<file path="src/rtl/morse_rx_decoder.sv">
// morse_rx_decoder
//   Recovers a Morse letter A..H from a keyed line. It measures the mark and
//   space lengths against a unit time, classifies each mark as a dot or a
//   dash, and at the end of the letter emits the same 0..7 letter code the
//   transmitter uses.
//
// Parameters
//   UNIT_CYCLES  length of one Morse unit in CLOCK_50 cycles (>= 4)
//   CNT_W        width of the mark/space duration counter
//
// Ports
//   CLOCK_50      in   system clock, rising edge
//   KEY0          in   asynchronous active-low reset
//   line_in       in   keyed line, 1 = mark, asynchronous to CLOCK_50
//   letter_code   out  last successfully decoded letter (A=0 .. H=7)
//   letter_valid  out  1-cycle pulse, letter_code updated this cycle
//   letter_err    out  1-cycle pulse, undecodable letter or line stuck high
//   busy          out  high while a letter is being received
module morse_rx_decoder #(
  parameter int UNIT_CYCLES = 16777216,
  parameter int CNT_W       = $clog2(5*UNIT_CYCLES+1)
) (
  input  logic       CLOCK_50,
  input  logic       KEY0,
  input  logic       line_in,
  output logic [2:0] letter_code,
  output logic       letter_valid,
  output logic       letter_err,
  output logic       busy
);

  localparam logic [CNT_W-1:0] CNT_MAX        = CNT_W'(5*UNIT_CYCLES);
  localparam logic [CNT_W-1:0] CNT_HALF       = CNT_W'(UNIT_CYCLES/2);
  localparam logic [CNT_W-1:0] CNT_DASH       = CNT_W'(2*UNIT_CYCLES);
  // Terminating actions are registered on the edge where cnt reaches its
  // threshold, so they trigger while cnt still holds threshold-1.
  localparam logic [CNT_W-1:0] CNT_GAP_LAST   = CNT_W'(2*UNIT_CYCLES-1);
  localparam logic [CNT_W-1:0] CNT_STUCK_LAST = CNT_W'(5*UNIT_CYCLES-1);

  typedef enum logic [1:0] {
    ST_IDLE  = 2'd0,
    ST_MARK  = 2'd1,
    ST_SPACE = 2'd2,
    ST_STUCK = 2'd3
  } state_t;

  logic [1:0]       sync_reg;
  logic             s;
  logic             s_prev_reg;
  logic             s_edge;
  logic             s_rise;
  logic             s_fall;
  logic [CNT_W-1:0] cnt_reg;

  state_t     state_reg, state_next;
  logic [3:0] pat_reg, pat_next;
  logic [2:0] ne_reg, ne_next;
  logic       ovf_reg, ovf_next;
  logic [2:0] code_reg, code_next;
  logic       valid_reg, valid_next;
  logic       err_reg, err_next;
  logic       busy_reg, busy_next;
  logic [3:0] dec;

  // {ok, code}: ok is 0 for any pattern that is not one of the eight letters.
  // Unused low bits of pat are always 0 because the buffer is cleared
  // between letters.
  function automatic logic [3:0] decode_fn(input logic [2:0] n, input logic [3:0] p);
    logic [3:0] r;
    r = 4'b0000;
    case ({n, p})
      {3'd2, 4'b0100}: r = 4'b1000; // A .-
      {3'd4, 4'b1000}: r = 4'b1001; // B -...
      {3'd4, 4'b1010}: r = 4'b1010; // C -.-.
      {3'd3, 4'b1000}: r = 4'b1011; // D -..
      {3'd1, 4'b0000}: r = 4'b1100; // E .
      {3'd4, 4'b0010}: r = 4'b1101; // F ..-.
      {3'd3, 4'b1100}: r = 4'b1110; // G --.
      {3'd4, 4'b0000}: r = 4'b1111; // H ....
      default:         r = 4'b0000;
    endcase
    return r;
  endfunction

  assign s      = sync_reg[1];
  assign s_edge = s ^ s_prev_reg;
  assign s_rise = s & ~s_prev_reg;
  assign s_fall = ~s & s_prev_reg;
  assign dec    = decode_fn(ne_reg, pat_reg);

  // Synchronizer, edge history and duration counter.
  always_ff @(posedge CLOCK_50 or negedge KEY0) begin
    if (!KEY0) begin
      sync_reg   <= 2'b00;
      s_prev_reg <= 1'b0;
      cnt_reg    <= '0;
    end else begin
      sync_reg   <= {sync_reg[0], line_in};
      s_prev_reg <= s;
      if (s_edge)
        cnt_reg <= CNT_W'(1);
      else if (cnt_reg < CNT_MAX)
        cnt_reg <= cnt_reg + CNT_W'(1);
    end
  end

  always_ff @(posedge CLOCK_50 or negedge KEY0) begin
    if (!KEY0) begin
      state_reg <= ST_IDLE;
      pat_reg   <= 4'b0000;
      ne_reg    <= 3'd0;
      ovf_reg   <= 1'b0;
      code_reg  <= 3'd0;
      valid_reg <= 1'b0;
      err_reg   <= 1'b0;
      busy_reg  <= 1'b0;
    end else begin
      state_reg <= state_next;
      pat_reg   <= pat_next;
      ne_reg    <= ne_next;
      ovf_reg   <= ovf_next;
      code_reg  <= code_next;
      valid_reg <= valid_next;
      err_reg   <= err_next;
      busy_reg  <= busy_next;
    end
  end

  always_comb begin
    state_next = state_reg;
    pat_next   = pat_reg;
    ne_next    = ne_reg;
    ovf_next   = ovf_reg;
    code_next  = code_reg;
    valid_next = 1'b0;
    err_next   = 1'b0;

    case (state_reg)
      // Level test rather than edge: a mark that began in the same cycle a
      // letter terminated is picked up here one cycle later.
      ST_IDLE: begin
        if (s)
          state_next = ST_MARK;
      end

      ST_MARK: begin
        if (s_fall) begin
          if (cnt_reg < CNT_HALF) begin
            // Glitch: drop the mark, keep whatever elements we already have.
            state_next = (ne_reg != 3'd0) ? ST_SPACE : ST_IDLE;
          end else begin
            if (ne_reg == 3'd4) begin
              ovf_next = 1'b1;
            end else begin
              pat_next[2'd3 - ne_reg[1:0]] = (cnt_reg >= CNT_DASH);
              ne_next = ne_reg + 3'd1;
            end
            state_next = ST_SPACE;
          end
        end else if (cnt_reg >= CNT_STUCK_LAST) begin
          err_next   = 1'b1;
          pat_next   = 4'b0000;
          ne_next    = 3'd0;
          ovf_next   = 1'b0;
          state_next = ST_STUCK;
        end
      end

      ST_SPACE: begin
        // Letter termination wins over a mark starting in the same cycle.
        if (cnt_reg == CNT_GAP_LAST) begin
          if (dec[3] && !ovf_reg) begin
            valid_next = 1'b1;
            code_next  = dec[2:0];
          end else begin
            err_next = 1'b1;
          end
          pat_next   = 4'b0000;
          ne_next    = 3'd0;
          ovf_next   = 1'b0;
          state_next = ST_IDLE;
        end else if (s_rise) begin
          state_next = ST_MARK;
        end
      end

      ST_STUCK: begin
        if (!s)
          state_next = ST_IDLE;
      end

      default: state_next = ST_IDLE;
    endcase

    busy_next = (state_next != ST_IDLE);
  end

  assign letter_code  = code_reg;
  assign letter_valid = valid_reg;
  assign letter_err   = err_reg;
  assign busy         = busy_reg;

endmodule

</file>
<file path="config.mk">
export PLATFORM = sky130hd
export DESIGN_NAME = morse_rx_decoder
export DESIGN_NICKNAME = d
export VERILOG_FILES = /design/src/rtl/morse_rx_decoder.sv
export SDC_FILE = /design/constraint.sdc
export NUM_CORES = 1
export LEC_CHECK = 0
export CAP_MARGIN = 15
export CELL_PAD_IN_SITES_DETAIL_PLACEMENT = 0
export CELL_PAD_IN_SITES_GLOBAL_PLACEMENT = 2
export CORE_UTILIZATION = 43
export DETAILED_ROUTE_END_ITERATION = 8
export HOLD_SLACK_MARGIN = 0.03
export PLACE_DENSITY = 0.88
export SLEW_MARGIN = 10
export SYNTH_ARGS = -nofsm -noshare
export SYNTH_HDL_FRONTEND = slang
export SYNTH_SLANG_ARGS = --single-unit
</file>
<file path="constraint.sdc">
create_clock -name CLOCK_50 -period 7.17 [get_ports CLOCK_50]
set_input_delay 1.434 -clock CLOCK_50 [delete_from_list [all_inputs] [get_ports CLOCK_50]]
set_output_delay 1.434 -clock CLOCK_50 [all_outputs]
set_load 0.03 [all_outputs]
</file>
Word level (Yosys, flattened, before mapping)
Index checks and enable logic that the tools add are counted.

Bits in registers: 46. Output and inout bits: 6.

Equal/unequal tests: 18. Bitwise gates (word level): 5. Multiplexer cells: 41. Order comparisons: 6. $add $sub $neg: 3. Reductions and logical operators: 11.

Operators by type and width (number): 27-bit 2-to-1 mux (2); 4-bit case mux with 8 select lines (1); 7-bit equality test (second input constant) (4); 27-bit by 1-bit adder with 27-bit output (second input constant) (1); 27-bit by 25-bit equality test with 1-bit output (second input constant) (1); 27-bit by 26-bit >= comparator with 1-bit output (second input constant) (1); 27-bit >= comparator (second input constant) (1); 27-bit by 24-bit < comparator with 1-bit output (second input constant) (1); 27-bit < comparator (second input constant) (1); 7-bit by 6-bit equality test with 1-bit output (second input constant) (3); 4-bit 2-to-1 mux (5); 2-bit 2-to-1 mux (8); 3-bit 2-to-1 mux (5); 1-bit 2-to-1 mux (13); 3-bit inequality test (second input constant) (4); 5-bit AND reduction (2); 2-bit case mux with 4 select lines (1); 4-bit case mux with 2 select lines (1); 7-bit by 5-bit equality test with 1-bit output (second input constant) (1); 3-bit case mux with 2 select lines (1); 2-bit nonzero test (3); 4-bit bitwise mux (1); 2-bit equality test (second input constant) (2); 1-bit case mux with 2 select lines (2); other kinds (16) (19).

Logic depth before layout (Yosys ltp)
Gate-level depths: netlist of run 1.

Depth after elaboration: 10. Mapped depth: 9. Depth with buffers taken out: 8.

Worst setup path after synthesis of run 1
Ideal clock, no wire load.

Kind: flip-flop to flip-flop. From: reg cnt_reg[0]. To: reg pat_reg[2]. Slack: 4.889 ns. Cell stages (with the launch flop): 9. Data arrival time: 2.155 ns. Library setup time: 0.126 ns. Cells stage by stage: dfrtp_1 > ha_1 > a21oi_1 > or3b_1 > o31ai_1 > nor2_1 > a311o_1 > buf_6 > a221o_1.

Word-level cells in the longest chain between the ends: 6.

Ends and longest elaborated chain: start: declaration (line 53) `logic [CNT_W-1:0] cnt_reg;`; start signal: assignment (line 103) `cnt_reg <= cnt_reg + CNT_W'(1);`; 27-bit by 26-bit >= comparator with 1-bit output (line 155) `pat_next[2'd3 - ne_reg[1:0]] = (cnt_reg >= CNT_DASH);`; 4-bit bitwise mux (line 155); 4-bit 2-to-1 mux (line 152) `if (ne_reg == 3'd4) begin`; 4-bit 2-to-1 mux (line 148) `if (cnt_reg < CNT_HALF) begin`; 4-bit 2-to-1 mux (line 147) `if (s_fall) begin`; 4-bit case mux with 2 select lines (line 138) `case (state_reg)`; end signal: assignment (line 119) `pat_reg <= pat_next;`; end: declaration (line 56) `logic [3:0] pat_reg, pat_next;`.

Several ways; a longest one is shown, not always the timed one. The select of a mux whose other input is x is not followed. A chain may end at the register's enable or synchronous reset.

Worst setup path after layout of run 1
From: reg code_reg[1], in the netlist letter_code[1]. To: out letter_code[1].

RTL lines: start: declaration (line 59) `logic [2:0] code_reg, code_next;`; start signal: assignment (line 122) `code_reg <= code_next;`; end: declaration (line 26) `output logic [2:0] letter_code,`.

No word-level cell between the ends.

==> flow_metrics.tcl, run 1 <==
set metrics [dict create \
    status "complete, no violations" \
    drc_errors 0 \
    boundaryPins 9 \
    post-cts-setup-buffers 0 \
    power_frac_clock_pct 33.7 \
    cts.sinks 46 \
    synth-seq-cells 46 \
    viasPerCell 5.34 \
    hold_class "flop to flop" \
    start_kind "flop" \
    drive_gt1_share_pct 8.66 \
    die_w_um 80.2 \
    hold_depth 0 \
    placementRows 28 \
    hold_viol 0 \
    largest_reg_flops 27 \
    synth_top_area_share_pct 43.7 \
    cts_resized 0 \
    finalCritPeriodShare_pct 38.3 \
    firstDrtPassIters 4 \
    cp_data_arrival_time_ns 1.31 \
    swShare_pct 29.6 \
    crit_path_top_delay_cell "clkdlybuf4s50_1" \
    syn_inst 267 \
    dominantRegCellSynth "dfrtp_1" \
    vias 1881 \
    synth_top_family_by_area "simple AND/OR/NAND/NOR gates" \
    syn_area_per_cell_um2 9.86 \
    p_sw_mw 0.210 \
    clock_latency_ns 0.30 \
    crit_chain "clkdlybuf4s50_1" \
    worst_hold_slack_ns 0.355 \
    combPwrFrac_pct 24.9 \
    overflow 0 \
    root_buffer "clkbuf_8" \
    slew_violations 0 \
    synth_compound_area_share_pct 10.3 \
    hold_start "sync_reg[0]$_DFF_PN0_" \
    p_int_mw 0.499 \
    worst_r2r_endpoint "pat_reg[1]$_DFFE_PN0P_" \
    synth-async-reset-ratio_pct 100 \
    fin_worst_skew_ns 0.0101 \
    p_per_area_nw_per_um2 242 \
    synthTopCellsByArea "dfrtp_1 44%, xnor2_1 6.0%, ha_1 5.7%" \
    synth_mux_area_share_pct 2.95 \
    synth-seq-area-share_pct 43.7 \
    yosysMostFrequentCell "dfrtp_1" \
    start_util_pct 44.5 \
    antenna_found_initial 0 \
    drv_cap 0 \
    synth_fp_nets 282 \
    drt_iter0_markers 77 \
    seqPwrFrac_pct 41.4 \
    tns_ns 0 \
    holdPathEnd "sync_reg[1]$_DFF_PN0_" \
    grt_pass1_vias 1941 \
    crit_required_ns 5.74 \
    grt_pass1_wl_um 8910 \
    worst_pin_slew_ns 0.711 \
    max_freq_mhz 364 \
    synth_area_um2 2630 \
    wl_per_cell_um 14.2 \
    hpwl_um 3480 \
    slowest_delay_ns 0.66 \
    synth_edf_count 0 \
    die_h_um 80.2 \
    grt_max_degree 47 \
    gp_routability_congestion 0.737 \
    synth_commonest_cells "46 x dfrtp_1, 26 x nand2_1, 21 x and2_1" \
    yosys.area_share.simple_pct 26.5 \
    cp_max_fo 2 \
    syn_to_final_growth_pct 11.3 \
    setup_viol 0 \
    period_needed_ns 2.74 \
    path_clk_slew_ns 0.09 \
    final_nets 291 \
    rsz0062_at_grt "false" \
    timing.rr.start "cnt_reg[0]$_DFFE_PN0P_" \
    ir_worst_vdd_uv 125 \
    antenna_left 0 \
    p_leak_nw 1.26 \
    critPathTopFamily "buffers and inverters" \
    max-slew-margin-rel_pct 52.6 \
    cts_buffer_depth 2 \
    grt_use_total_pct 17.8 \
    num_antenna_cells 0 \
    critPathKind "flop to primary output" \
    ctsHoldBuffers 0 \
    yosys_warnings 0 \
    cp-end-kind "primary output" \
    synth_top_area_cell "dfrtp_1" \
    cts_tree "done" \
    reg2reg_slack_ns 4.56 \
    die_area_um2 6440 \
    drt-total-wl_um 5010 \
    synth_cell_types 52 \
    io_buffer_count 8 \
    core_um2 5920 \
    cts_made_buffers 5 \
    synthAdderAreaFrac_pct 5.70 \
    htree_levels 2 \
    ff2ff_path_depth 7 \
    synth_xor_area_share_pct 7.98 \
    cp_num_buf_inv 1 \
]
[cell usage in the layout, fill, tap and decap left out, drive strengths merged, types with 4 or more instances in the layout]
master / synthesis / final
dfrtp: 46 / 46
nand2: 27 / 27
and2: 22 / 22
xnor2: 18 / 18
nor2: 17 / 17
nand3: 15 / 15
ha: 12 / 12
inv: 11 / 11
nand4: 9 / 9
a21oi: 8 / 8
nor2b: 7 / 7
clkdlybuf4s50: 0 / 7
mux2: 6 / 6
xor2: 6 / 6
clkbuf: 6 / 6
o21ai: 5 / 5
and3: 5 / 5
nor3b: 4 / 4
a221o: 4 / 4
and4: 4 / 4
[area by class of cell]
cell class | instances | area [um^2]
Clock buffer | 6 | 82.6
Clock inverter | 2 | 60.1
Fill cell | 582 | 2990
Inverter | 11 | 41.3
Multi-Input combinational cell | 203 | 1410
Sequential cell | 46 | 1150
Tap cell | 75 | 93.8
Timing Repair Buffer | 9 | 95.1
[worst max path at each step]
stage                                           from                      to  slack [ns]  cells after the start
after floorplan               cnt_reg[0]$_DFFE_PN0P_  pat_reg[2]$_DFFE_PN0P_        4.89                      8
after global placement        cnt_reg[0]$_DFFE_PN0P_  pat_reg[2]$_DFFE_PN0P_        4.63                      7
after detailed placement      cnt_reg[0]$_DFFE_PN0P_  pat_reg[1]$_DFFE_PN0P_        4.62                      7
after CTS                 letter_code[1]$_DFFE_PN0P_          letter_code[1]        4.41                      1
after global routing          cnt_reg[0]$_DFFE_PN0P_  pat_reg[1]$_DFFE_PN0P_        4.36                      7
final                     letter_code[1]$_DFFE_PN0P_          letter_code[1]        4.43                      1
[layer usage]
metal  part of all wire [%]  global-route usage (%)  wire [um]  vias to the layer above
met5                      0                       0          0                        -
met2                     46                    29.4       2330                       24
met3                    2.4                    3.75        118                        4
met4                   0.78                    5.00         39                        0
met1                     50                    23.6       2530                      904
li1                       -                       -          -                      949
[per-stage QoR]
step                      power (mW)  std cells  util (%)  setup slack [ns]  area (um^2)
after CTS                      0.716        351      49.2              4.41         2910
after detailed placement       0.475        343      46.7              4.62         2770
after floorplan                0.436        267         -              4.89         2630
after global routing           0.752        352      49.5              4.36         2930
after global placement         0.475        343      46.7              4.63         2770
final                          0.709        352      49.5              4.43         2930
[cell families after synthesis]
| family | Yosys count |
|---|---|
| DFF | 46 |
| buffers and inverters | 18 |
| AOI/OAI and AO/OA | 35 |
| xor gates and xnor gates | 24 |
| adders and majority gates | 12 |
| muxes | 7 |
| and+or+nand+nor | 125 |
[power by group through the flow]
| stage | clock network [mW] | logic (mW) | registers, mW |
|---|---|---|---|
| after floorplan | 0 | 0.134 | 0.302 |
| final | 0.239 | 0.177 | 0.294 |
| after CTS | 0.246 | 0.177 | 0.294 |
| after global placement | 0 | 0.175 | 0.300 |
| after global routing | 0.256 | 0.199 | 0.297 |
| after detailed placement | 0 | 0.176 | 0.299 |
(Power assumes the default switching activity.)
==> run 2: changes to the inputs <==
CORE_UTILIZATION = 36   (was 43)
PLACE_DENSITY = 0.78   (was 0.88)
clock period = 2.2 ns   (was 7.17 ns; I/O delays follow)
==> flow_metrics.tcl, run 2 (same netlist as run 1, synthesis figures left out) <==
set metrics [dict create \
    crit_path_top_delay_cell "a311o_2" \
    grt_pass1_vias 1945 \
    antenna_found_initial 0 \
    p_per_area_nw_per_um2 643 \
    drt-total-wl_um 5370 \
    cts_tree "done" \
    dp.cells 405 \
    core_um2 6940 \
    crit_required_ns 2.38 \
    finalCritPeriodShare_pct 98.2 \
    vias 2045 \
    final_nets 336 \
    firstDrtPassIters 4 \
    syn_to_final_growth_pct 24.3 \
    viasPerCell 4.90 \
    ff2ff_path_depth 6 \
    root_buffer "clkbuf_8" \
    status "complete, no violations" \
    cp_max_fo 7 \
    cp_data_arrival_time_ns 2.34 \
    die_w_um 87.5 \
    max-slew-margin-rel_pct 66.6 \
    worst_r2r_endpoint "pat_reg[3]$_DFFE_PN0P_" \
    gp_routability_congestion 0.773 \
    slowest_delay_ns 0.44 \
    io_buffer_count 8 \
    boundaryPins 9 \
    timing.rr.start "cnt_reg[14]$_DFFE_PN0P_" \
    critPathKind "flop to flop" \
    cts_buffer_depth 2 \
    ir_worst_vdd_uv 268 \
    drt_iter0_markers 59 \
    grt_pass1_wl_um 9200 \
    utilization_pct 47.1 \
    reg2reg_slack_ns 0.04 \
    fin_worst_skew_ns 0.00934 \
    cts_made_buffers 5 \
    rsz0062_at_grt "true" \
    period_needed_ns 2.16 \
    hold_class "input port to async pin" \
    ctsHoldBuffers 0 \
    hold_viol 0 \
    clock_latency_ns 0.29 \
    htree_levels 2 \
    placementRows 30 \
    max_freq_mhz 463 \
    mostFrequentLayoutCells "46 x dfrtp_1, 45 x buf_4, 26 x nand2_1" \
    die_h_um 87.5 \
    wl_per_cell_um 12.9 \
    largest_reg_flops 27 \
    path_clk_slew_ns 0.08 \
    start_util_pct 37.9 \
    p_leak_nw 1.46 \
    cts.sinks 46 \
    start_kind "flop" \
    fin_cells 417 \
    drc_errors 0 \
    antenna_left 0 \
    drv_cap 0 \
    drive_gt1_share_pct 22.7 \
    die_area_um2 7660 \
    worst_pin_slew_ns 0.498 \
    hpwl_um 3940 \
    overflow 0 \
    setup_viol 0 \
    grt_max_degree 47 \
    cp-end-kind "flop" \
    num_antenna_cells 0 \
    grt_use_total_pct 15.7 \
    mostFrequentLayoutCell "dfrtp_1" \
    cp_num_buf_inv 0 \
    critPathTopFamily "compound AO/OA/AOI/OAI gates" \
    slew_violations 0 \
    crit_chain "and4_4 > nand4_4 > o41ai_4 > nand2_2 > a311o_2 > a221o_1" \
]
==> run 2: changes by cell type in the layout (fill, tap and decap cells not counted), sizes merged <==
cell / before / now
buf: 2 / 47
bufinv: 2 / 0
clkbuf: 6 / 7
==> run 2: per-stage QoR <==
stage               power (mW)  hold WS (ns)  setup slack [ns]  setup TNS (ns)  cell area [um^2]
floorplan                 1.42         0.144          -0.00927         -0.0370              2640
global placement          1.61         0.334            0.0254               0              3120
detailed placement        1.61         0.339          -0.00454         -0.0101              3120
CTS                       2.12         0.125            0.0217               0              3230
global route              2.26         0.136           -0.0248         -0.0552              3270
finish                    2.10         0.108            0.0393               0              3270
==> run 2: cell type report <==
| type | instances | area (um^2) |
|---|---|---|
| Fill cell | 696 | 3670 |
| Clock buffer | 7 | 76.3 |
| Inverter | 11 | 41.3 |
| Timing Repair Buffer | 54 | 433 |
| Multi-Input combinational cell | 203 | 1450 |
| Sequential cell | 46 | 1150 |
| Tap cell | 96 | 120 |
==> run 2: routing by layer <==
layer / part of all wire, % / GRT usage, % / vias to the layer above
li1: - / - / 1041
met3: 2.1 / 3.41 / 6
met2: 48 / 26.3 / 20
met1: 49 / 20.1 / 978
met5: 0 / 0 / -
met4: 1.4 / 5.37 / 0
==> run 2: worst max-delay path by stage <==
| stage | slack, ns | from | cells after the start | to |
|---|---|---|---|---|
| after floorplan | -0.009 | cnt_reg[0]$_DFFE_PN0P_ | 8 | pat_reg[2]$_DFFE_PN0P_ |
| after CTS | 0.02 | cnt_reg[0]$_DFFE_PN0P_ | 7 | pat_reg[3]$_DFFE_PN0P_ |
| after global placement | 0.03 | cnt_reg[16]$_DFFE_PN0P_ | 6 | pat_reg[3]$_DFFE_PN0P_ |
| final | 0.04 | cnt_reg[14]$_DFFE_PN0P_ | 6 | pat_reg[3]$_DFFE_PN0P_ |
| after global routing | -0.02 | cnt_reg[12]$_DFFE_PN0P_ | 6 | pat_reg[3]$_DFFE_PN0P_ |
| after detailed placement | -0.005 | cnt_reg[14]$_DFFE_PN0P_ | 6 | pat_reg[3]$_DFFE_PN0P_ |
==> run 2: where the power goes <==
part	switching (mW)	internal [mW]
registers	0.0435	0.903
clock network	0.272	0.219
logic	0.359	0.306
total	0.674	1.43
==> run 2: worst reg2reg max path, stage by stage (launching register included) <==
cell and delay, ns:
dfrtp_1 0.37, and4_4 0.26, nand4_4 0.13, o41ai_4 0.41, nand2_2 0.10, a311o_2 0.44, a221o_1 0.36
==> run 2: what timing repair did <==
| action | in CTS | in global routing |
|---|---|---|
| hold endpoints to repair | 0 | 0 |
| cloned | 0 | 0 |
| pin swaps | 1 | 8 |
| setup buffers | 3 | 2 |
| setup endpoints to repair | 4 | 7 |
| gates resized for setup | 2 | 7 |
==> run 3: changes to the inputs <==
PLACE_DENSITY = unset   (was 0.78)
PLACE_DENSITY_LB_ADDON = 0.1   (was unset)
==> flow_metrics.tcl, run 3 (same netlist as run 1, synthesis figures left out) <==
set metrics [dict create \
    status "complete, no violations" \
    p_per_area_nw_per_um2 685 \
    io_buffer_count 8 \
    crit_required_ns 2.39 \
    worst_r2r_endpoint "pat_reg[1]$_DFFE_PN0P_" \
    start_kind "flop" \
    clock_latency_ns 0.30 \
    wl_per_cell_um 13.3 \
    fin_worst_skew_ns 0.00744 \
    cts_made_buffers 5 \
    grt_use_total_pct 16.5 \
    slew_violations 0 \
    worst_pin_slew_ns 0.495 \
    start_util_pct 37.9 \
    die_h_um 87.5 \
    cts_buffer_depth 2 \
    viasPerCell 4.87 \
    hold_viol 0 \
    root_buffer "clkbuf_8" \
    rsz0062_at_grt "true" \
    firstDrtPassIters 4 \
    drt-total-wl_um 5580 \
    fin_area_um2 3290 \
    slowest_delay_ns 0.43 \
    critPathKind "flop to flop" \
    timing.rr.start "cnt_reg[1]$_DFFE_PN0P_" \
    period_needed_ns 2.17 \
    vias 2041 \
    cp_num_buf_inv 0 \
    gp_routability_congestion 0.749 \
    path_clk_slew_ns 0.09 \
    crit_chain "ha_2 > a21oi_2 > or3b_1 > o31ai_2 > nor2_1 > a311o_2 > a221o_1" \
    max-slew-margin-rel_pct 67.0 \
    cts.sinks 46 \
    ir_worst_vdd_uv 261 \
    placementRows 30 \
    max_freq_mhz 461 \
    placed_cell_area_um2 3150 \
    critPathTopFamily "compound AO/OA/AOI/OAI gates" \
    final_nets 337 \
    tns_ns 0 \
    boundaryPins 9 \
    fin_cells 419 \
    hold_class "input port to async pin" \
    syn_to_final_growth_pct 25.0 \
    drive_gt1_share_pct 22.9 \
    overflow 0 \
    mostFrequentLayoutCells "46 x dfrtp_1, 46 x buf_4, 26 x nand2_1" \
    htree_levels 2 \
    num_antenna_cells 0 \
    cts_tree "done" \
    setup_viol 0 \
    antenna_left 0 \
    drc_errors 0 \
    worst_hold_slack_ns 0.0898 \
    grt_pass1_vias 2032 \
    drv_cap 0 \
    cp-end-kind "flop" \
    antenna_found_initial 0 \
    reg2reg_slack_ns 0.03 \
    largest_reg_flops 27 \
    post-place-ws_ns 0.0156 \
    grt_pass1_wl_um 9680 \
    core_um2 6940 \
    crit_path_top_delay_cell "a311o_2" \
    die_w_um 87.5 \
    ff2ff_path_depth 7 \
    grt_max_degree 28 \
    p_leak_nw 1.48 \
    die_area_um2 7660 \
    nFillCells 698 \
    dp.cells 409 \
    cp_data_arrival_time_ns 2.36 \
    hpwl_um 4160 \
    drt_iter0_markers 96 \
    cp_max_fo 7 \
    finalWorstSetupSlack_ns 0.0285 \
    finalCritPeriodShare_pct 98.7 \
]
run 3: layer usage:
| layer | track usage (%) | vias up | part of all wire (%) |
|---|---|---|---|
| met3 | 3.51 | 7 | 2.4 |
| met2 | 27.3 | 17 | 47 |
| met1 | 21.6 | 974 | 49 |
| li1 | - | 1043 | - |
| met4 | 5.51 | 0 | 1.7 |
| met5 | 0 | - | 0 |
run 3: cell type report:
cell class	instances	area (um^2)	share of cell area (%)
Multi-Input combinational cell	203	1430	43.5
Clock inverter	1	30.0	0.913
Clock buffer	7	76.3	2.32
Tap cell	96	120	3.65
Inverter	11	41.3	1.25
Sequential cell	46	1150	35.0
Timing Repair Buffer	55	440	13.4
run 3: timing repair:
action / CTS / global route
resized for setup: 1 / 4
hold buffers: 0 / 0
pin swaps: 0 / 9
buffers inserted: 0 / 2
setup endpoints to repair: 4 / 9
run 3: how the worst max path moves through the flow:
stage	from	to	cells past startpoint
2_1_floorplan	cnt_reg[0]$_DFFE_PN0P_	pat_reg[2]$_DFFE_PN0P_	8
3_3_place_gp	cnt_reg[25]$_DFFE_PN0P_	ne_reg[0]$_DFFE_PN0P_	6
3_5_place_dp	cnt_reg[15]$_DFFE_PN0P_	pat_reg[3]$_DFFE_PN0P_	6
4_1_cts	cnt_reg[15]$_DFFE_PN0P_	pat_reg[3]$_DFFE_PN0P_	6
5_1_grt	cnt_reg[1]$_DFFE_PN0P_	pat_reg[3]$_DFFE_PN0P_	7
6_report	cnt_reg[1]$_DFFE_PN0P_	pat_reg[1]$_DFFE_PN0P_	7
run 3: power breakdown:
part           leakage, nW  total, mW  switching, mW  internal (mW)
clock network       0.0524      0.627          0.286          0.340
logic                0.803      0.678          0.365          0.313
registers            0.626      0.949         0.0458          0.903
total                 1.48       2.25          0.698           1.56
run 3: stage by stage:
step | util [%] | power (mW)
global placement | 45.4 | 1.63
CTS | 46.9 | 2.27
finish | 47.4 | 2.25
global route | 47.4 | 2.41
floorplan | - | 1.42
detailed placement | 45.4 | 1.62
run 3: worst register-to-register path: stages, from the launching register on:
cell	delay [ns]
dfrtp_1	0.36
ha_2	0.20
a21oi_2	0.04
or3b_1	0.35
o31ai_2	0.28
nor2_1	0.07
a311o_2	0.43
a221o_1	0.33
